$ cat config.mk
export PLATFORM = sky130hd
export DESIGN_NAME = jtkunio_pal_arb
export DESIGN_NICKNAME = d
export VERILOG_FILES = /design/src/rtl/jtkunio_pal_arb.sv
export SDC_FILE = /design/constraint.sdc
export NUM_CORES = 1
export LEC_CHECK = 0
export BUFFER_PORTS_ARGS = -buffer_cell sky130_fd_sc_hd__buf_2
export CAP_MARGIN = 15
export CORE_UTILIZATION = 40
export CTS_CLUSTER_SIZE = 20
export DETAILED_ROUTE_END_ITERATION = 8
export GPL_ROUTABILITY_DRIVEN = 0
export MAX_ROUTING_LAYER = met4
export PLACE_DENSITY_LB_ADDON = 0.3
export SYNTH_ARGS = -nofsm -noshare
export SYNTH_HDL_FRONTEND = slang
export SYNTH_SLANG_ARGS = --single-unit
$ cat constraint.sdc
create_clock -name clk -period 2.24 [get_ports clk]
set_clock_uncertainty 0.05 [all_clocks]
set_input_delay 0.448 -clock clk [delete_from_list [all_inputs] [get_ports clk]]
set_output_delay 0.448 -clock clk [all_outputs]
set_load 0.05 [all_outputs]
$ cat src/rtl/jtkunio_pal_arb.sv
`default_nettype none
// ----------------------------------------------------------------------------
// jtkunio_pal_arb: time-slot arbiter sharing the 512x8 palette RAM between
// the video colour lookup and posted/read CPU accesses.        rev 1.0
// ----------------------------------------------------------------------------
module jtkunio_pal_arb #(
  parameter AW      = 9,
  parameter SIMFILE = "pal.bin"
) (
  input  logic          clk,
  input  logic          rst_n,
  input  logic          pxl_cen,
  input  logic          vid_blank,
  input  logic [7:0]    vid_a,
  output logic [3:0]    red,
  output logic [3:0]    green,
  output logic [3:0]    blue,
  input  logic          cpu_req,
  input  logic          cpu_we,
  input  logic [AW-1:0] cpu_addr,
  input  logic [7:0]    cpu_din,
  output logic [7:0]    cpu_dout,
  output logic          cpu_ack,
  output logic          wbuf_full,
  output logic [AW-1:0] ram_addr,
  output logic [7:0]    ram_din,
  output logic          ram_we,
  input  logic [7:0]    ram_q
);

  typedef enum logic [1:0] {
    SLOT_VLO  = 2'd0,
    SLOT_VHI  = 2'd1,
    SLOT_CPU2 = 2'd2,
    SLOT_CPU3 = 2'd3
  } slot_t;

  slot_t          slot_q, slot_d, slot;
  logic [7:0]     va_q, va_d;
  logic           blank_q, blank_d;
  logic           vlo_pend_q, vlo_pend_d;
  logic           vhi_pend_q, vhi_pend_d;
  logic [3:0]     nr_q, nr_d, ng_q, ng_d, nb_q, nb_d;
  logic [11:0]    rgb_q, rgb_d;
  logic           wbuf_full_q, wbuf_full_d;
  logic [AW-1:0]  wb_addr_q, wb_addr_d;
  logic [7:0]     wb_din_q, wb_din_d;
  logic           ack_q, ack_d;
  logic           rd_pend_q, rd_pend_d;
  logic [7:0]     dout_q, dout_d;

  logic           vid_lo, vid_hi, cpu_slot, drain, wr_acc, rd_iss;
  logic           unused_simfile;

  assign unused_simfile = ^SIMFILE;

  always_comb begin
    // the pixel enable itself is slot 0, so the low read goes out immediately
    slot = pxl_cen ? SLOT_VLO : slot_q;
    case (slot)
      SLOT_VLO: slot_d = SLOT_VHI;
      SLOT_VHI: slot_d = SLOT_CPU2;
      default:  slot_d = SLOT_CPU3;
    endcase

    vid_lo   = (slot == SLOT_VLO) && !vid_blank;
    vid_hi   = (slot == SLOT_VHI) && !blank_q;
    cpu_slot = !(vid_lo || vid_hi);
    drain    = wbuf_full_q && cpu_slot;
    // the cycle carrying an ack never starts a new transaction
    wr_acc   = cpu_req && cpu_we && !ack_q && (!wbuf_full_q || drain);
    rd_iss   = cpu_req && !cpu_we && !ack_q && cpu_slot && !wbuf_full_q;

    va_d       = pxl_cen ? vid_a : va_q;
    blank_d    = pxl_cen ? vid_blank : blank_q;
    vlo_pend_d = vid_lo;
    vhi_pend_d = vid_hi;
    nb_d       = vlo_pend_q ? ram_q[3:0] : nb_q;
    {ng_d, nr_d} = vhi_pend_q ? ram_q : {ng_q, nr_q};
    rgb_d      = rgb_q;
    if (pxl_cen) rgb_d = blank_q ? 12'd0 : {nr_q, ng_q, nb_q};

    wbuf_full_d = wr_acc || (wbuf_full_q && !drain);
    wb_addr_d   = wr_acc ? cpu_addr : wb_addr_q;
    wb_din_d    = wr_acc ? cpu_din  : wb_din_q;
    ack_d       = wr_acc || rd_iss;
    rd_pend_d   = rd_iss;
    dout_d      = rd_pend_q ? ram_q : dout_q;

    ram_addr = '0;
    ram_we   = 1'b0;
    if (vid_lo) begin
      ram_addr = AW'({1'b0, vid_a});
    end else if (vid_hi) begin
      ram_addr = AW'({1'b1, va_q});
    end else if (drain) begin
      ram_addr = wb_addr_q;
      ram_we   = 1'b1;
    end else if (rd_iss) begin
      ram_addr = cpu_addr;
    end
    if (!rst_n) begin
      ram_addr = '0;
      ram_we   = 1'b0;
    end
  end

  always_ff @(posedge clk or negedge rst_n) begin
    if (!rst_n) begin
      slot_q      <= SLOT_CPU3;
      va_q        <= 8'd0;
      blank_q     <= 1'b0;
      vlo_pend_q  <= 1'b0;
      vhi_pend_q  <= 1'b0;
      nr_q        <= 4'd0;
      ng_q        <= 4'd0;
      nb_q        <= 4'd0;
      rgb_q       <= 12'd0;
      wbuf_full_q <= 1'b0;
      wb_addr_q   <= '0;
      wb_din_q    <= 8'd0;
      ack_q       <= 1'b0;
      rd_pend_q   <= 1'b0;
      dout_q      <= 8'd0;
    end else begin
      slot_q      <= slot_d;
      va_q        <= va_d;
      blank_q     <= blank_d;
      vlo_pend_q  <= vlo_pend_d;
      vhi_pend_q  <= vhi_pend_d;
      nr_q        <= nr_d;
      ng_q        <= ng_d;
      nb_q        <= nb_d;
      rgb_q       <= rgb_d;
      wbuf_full_q <= wbuf_full_d;
      wb_addr_q   <= wb_addr_d;
      wb_din_q    <= wb_din_d;
      ack_q       <= ack_d;
      rd_pend_q   <= rd_pend_d;
      dout_q      <= dout_d;
    end
  end

  // read data bypasses the hold register so it is valid alongside the ack
  assign cpu_dout  = dout_d;
  assign cpu_ack   = ack_q;
  assign wbuf_full = wbuf_full_q;
  assign ram_din   = wb_din_q;
  assign {red, green, blue} = rgb_q;

endmodule
`default_nettype wire

==> impl_metrics.yaml <==
pwr:
  peakVddDrop_mv: 0.546
  power_density_nw_per_um2: 1070
  pwr-share-comb_pct: 32.3
  p_int_w: 0.00266
  clockPowerShare_pct: 29.8
  p_sw_share_pct: 35.5
  p_leak_nw: 1.74
  seq_power_share_pct: 37.9
  p_sw_w: 0.00146
logic_synthesis:
  netlist_area_um2: 2760
  synthTopCellsByArea: "dfrtp_1 (57%), mux2_2 (15%), mux2_4 (4.9%)"
  synth_ff_type: "dfrtp_1"
  synth_top_area_share_pct: 57.1
  synth.largest_area_cell: "dfrtp_1"
  ys_ff_latch: 65
  synth_edf_count: 0
  synthTopCellsByCount: "dfrtp_1 (63), mux2_2 (37), nand2_1 (26)"
  syn_inst: 214
  yosys_warnings: 0
  yosysMostFrequentCell: "dfrtp_1"
  ys_seq_area_share_pct: 59.0
  synthArstFlopShare_pct: 100
  syn_area_per_cell_um2: 12.9
  ys_types: 28
  syn_nets: 253
setup_path:
  crit_chain: "or4b_4, buf_8, o221ai_2, a31oi_2, buf_6"
  rrSetupSlack_ps: 60
  crit_path_start_kind: "flip-flop"
  criticalPathCategory: "flip-flop to primary output"
  r2r_cells: 6
  max_stage_delay_ps: 540
  end_kind: "primary output"
  worstPathRequired_ps: 1740
  cp_max_fo: 5
  critPathArrivalTime_ps: 1980
  reg2reg_from: "slot_q[0]"
  cpMaxStageDelayCell: "dfstp_2"
  r2r_end: "wb_addr_q[0]"
clock_tree:
  tritoncts: "built"
  insertion_delay_ps: 330
  cts_buffer_depth: 2
  clock_sinks: 65
  clkSlewWorstSetupHoldPaths_ps: 80
  htreeDepth: 3
  cts_buffers: 9
  cts_root_buf: "clkbuf_8"
place:
  pre_cts_slack_ps: -147
  portBuffers: 78
  dp_hpwl_um: 4030
final_layout:
  final_util_pct: 59.6
  areaGrowthSynthToFinish_pct: 40.0
  drive_gt1_share_pct: 59.2
  num-nets-final: 348
  nFillCells: 516
  antenna-diode-count: 0
timing:
  hold_violations: 0
  setup_viol: 10
  setup_ws_ps: -233
  rsz0062_at_grt: "yes"
  drv_slew: 0
  tns_ps: -2150
  relSlewSlack_pct: 44.5
  max_freq_mhz: 404
  fin_crit_ps: 2470
  period_share_pct: 110
  tightestPinTransition_ps: 831
drt:
  wl_per_cell_um: 15.4
  vias: 1996
  drt_iter0_drc: 44
  vias_per_cell: 5.10
  drcViolationCount: 0
  first_pass_iters: 4
  routed_wl_um: 6020
  ant_nets: 0
die:
  die_x_um: 85.1
  die_area_um2: 7240
  rows: 29
  initial_core_util_pct: 42.5
  io_pins: 79
  core-area_um2: 6490
  chipHeight_um: 85.1
status:
  violations: "negative setup slack"
  outcome: "finished, violations left"
flow_run:
  maxCapViolations: 0
global_route:
  grt_use_total_pct: 19.0
  grt_pass1_vias: 2111
  grt_first_pass_wirelength_um: 10200
  grt_max_degree: 39
  globalRoute.totalOverflow: 0
  antenna_found_initial: 0
hold_path:
  hp-class: "primary input to async pin"
[logic make-up after synthesis]
logic type,count (synthesis),share of synthesized area [%]
flip-flops,65,59.0
multiplexers,46,20.0
AND/OR/NAND/NOR,46,9.01
AO/OA/AOI/OAI,32,8.33
buffers and inverters,25,3.71
[power groups by stage]
stage | Combinational (W) | Sequential [W] | Clock (W)
after floorplan | 0.000683 | 0.00185 | 0
after global placement | 0.00125 | 0.00157 | 0
after detailed placement | 0.00127 | 0.00158 | 0
after CTS | 0.00132 | 0.00156 | 0.00126
after global routing | 0.00142 | 0.00160 | 0.00132
final | 0.00133 | 0.00156 | 0.00123
[per-stage QoR]
| step | area (µm²) | power, W | hold slack [ps] | instances |
|---|---|---|---|---|
| floorplan | 2840 | 0.00253 | 102 | 214 |
| global placement | 3370 | 0.00282 | 279 | 371 |
| detailed placement | 3370 | 0.00284 | 282 | 371 |
| CTS | 3800 | 0.00414 | 148 | 389 |
| global route | 3870 | 0.00433 | 200 | 391 |
| finish | 3870 | 0.00412 | 191 | 391 |
[layer usage]
metal | global-route usage [%] | up-vias | wire length [µm]
li1 | - | 950 | -
met2 | 30.1 | 54 | 2890
met1 | 23.9 | 981 | 2780
met3 | 3.70 | 11 | 236
met5 | - | - | 0
met4 | 8.32 | 0 | 117
[layout by cell type (no fill, tap or decap), types with 2 or more instances in the layout]
cell type	instances
mux2_4	9
buf_2	67
clkbuf_8	10
o21ai_0	12
o221ai_2	3
mux2_2	37
buf_4	13
dfstp_2	2
clkinv_4	2
bufinv_16	3
buf_8	2
buf_6	10
nand2_1	25
a21oi_4	2
nand3b_1	9
a31oi_2	7
o221ai_4	5
inv_1	13
dfrtp_1	63
[cell type report]
cell class	instances	area, µm²	area share, %
Clock buffer	10	138	3.56
Tap cell	77	96.3	2.49
Inverter	14	52.6	1.36
Clock inverter	6	115	2.98
Multi-Input combinational cell	126	1250	32.4
Sequential cell	65	1630	42.1
Timing Repair Buffer	93	586	15.1
[state kept, by name, indices dropped and copies added (netlist names)]
signal and cells:
blank_q 1, cpu_ack 1, dout_q 8, nb_q 4, ng_q 4, nr_q 4
ram_din 8, rd_pend_q 1, rgb_q 12, slot_q 2, va_q 8, vhi_pend_q 1
vlo_pend_q 1, wb_addr_q 9, wbuf_full 1
[worst max-delay path by stage]
stage                   start          end  slack [ps]
floorplan             pxl_cen  ram_addr[7]         -30
global placement      pxl_cen       ram_we        -110
detailed placement    pxl_cen       ram_we        -150
CTS                 slot_q[0]  ram_addr[3]        -240
global route        slot_q[0]  ram_addr[6]        -310
finish              slot_q[0]  ram_addr[6]        -230
[worst max-delay path, delay by kind of cell (launching register included)]
kind / cells / cell delay (ps)
DFF: 1 / 540
and+or+nand+nor: 1 / 530
AOI/OAI and AO/OA: 2 / 210
buffers and inverters: 2 / 350
[repair_timing]
item,4_1_cts,5_1_grt
pin swaps,7,3
gates resized for setup,34,8
endpoints found under the setup margin,10,27
gates cloned,0,2
hold buffers,1,0
hold endpoints to repair,8,0
setup buffers,1,0
(Power assumes the default switching activity.)
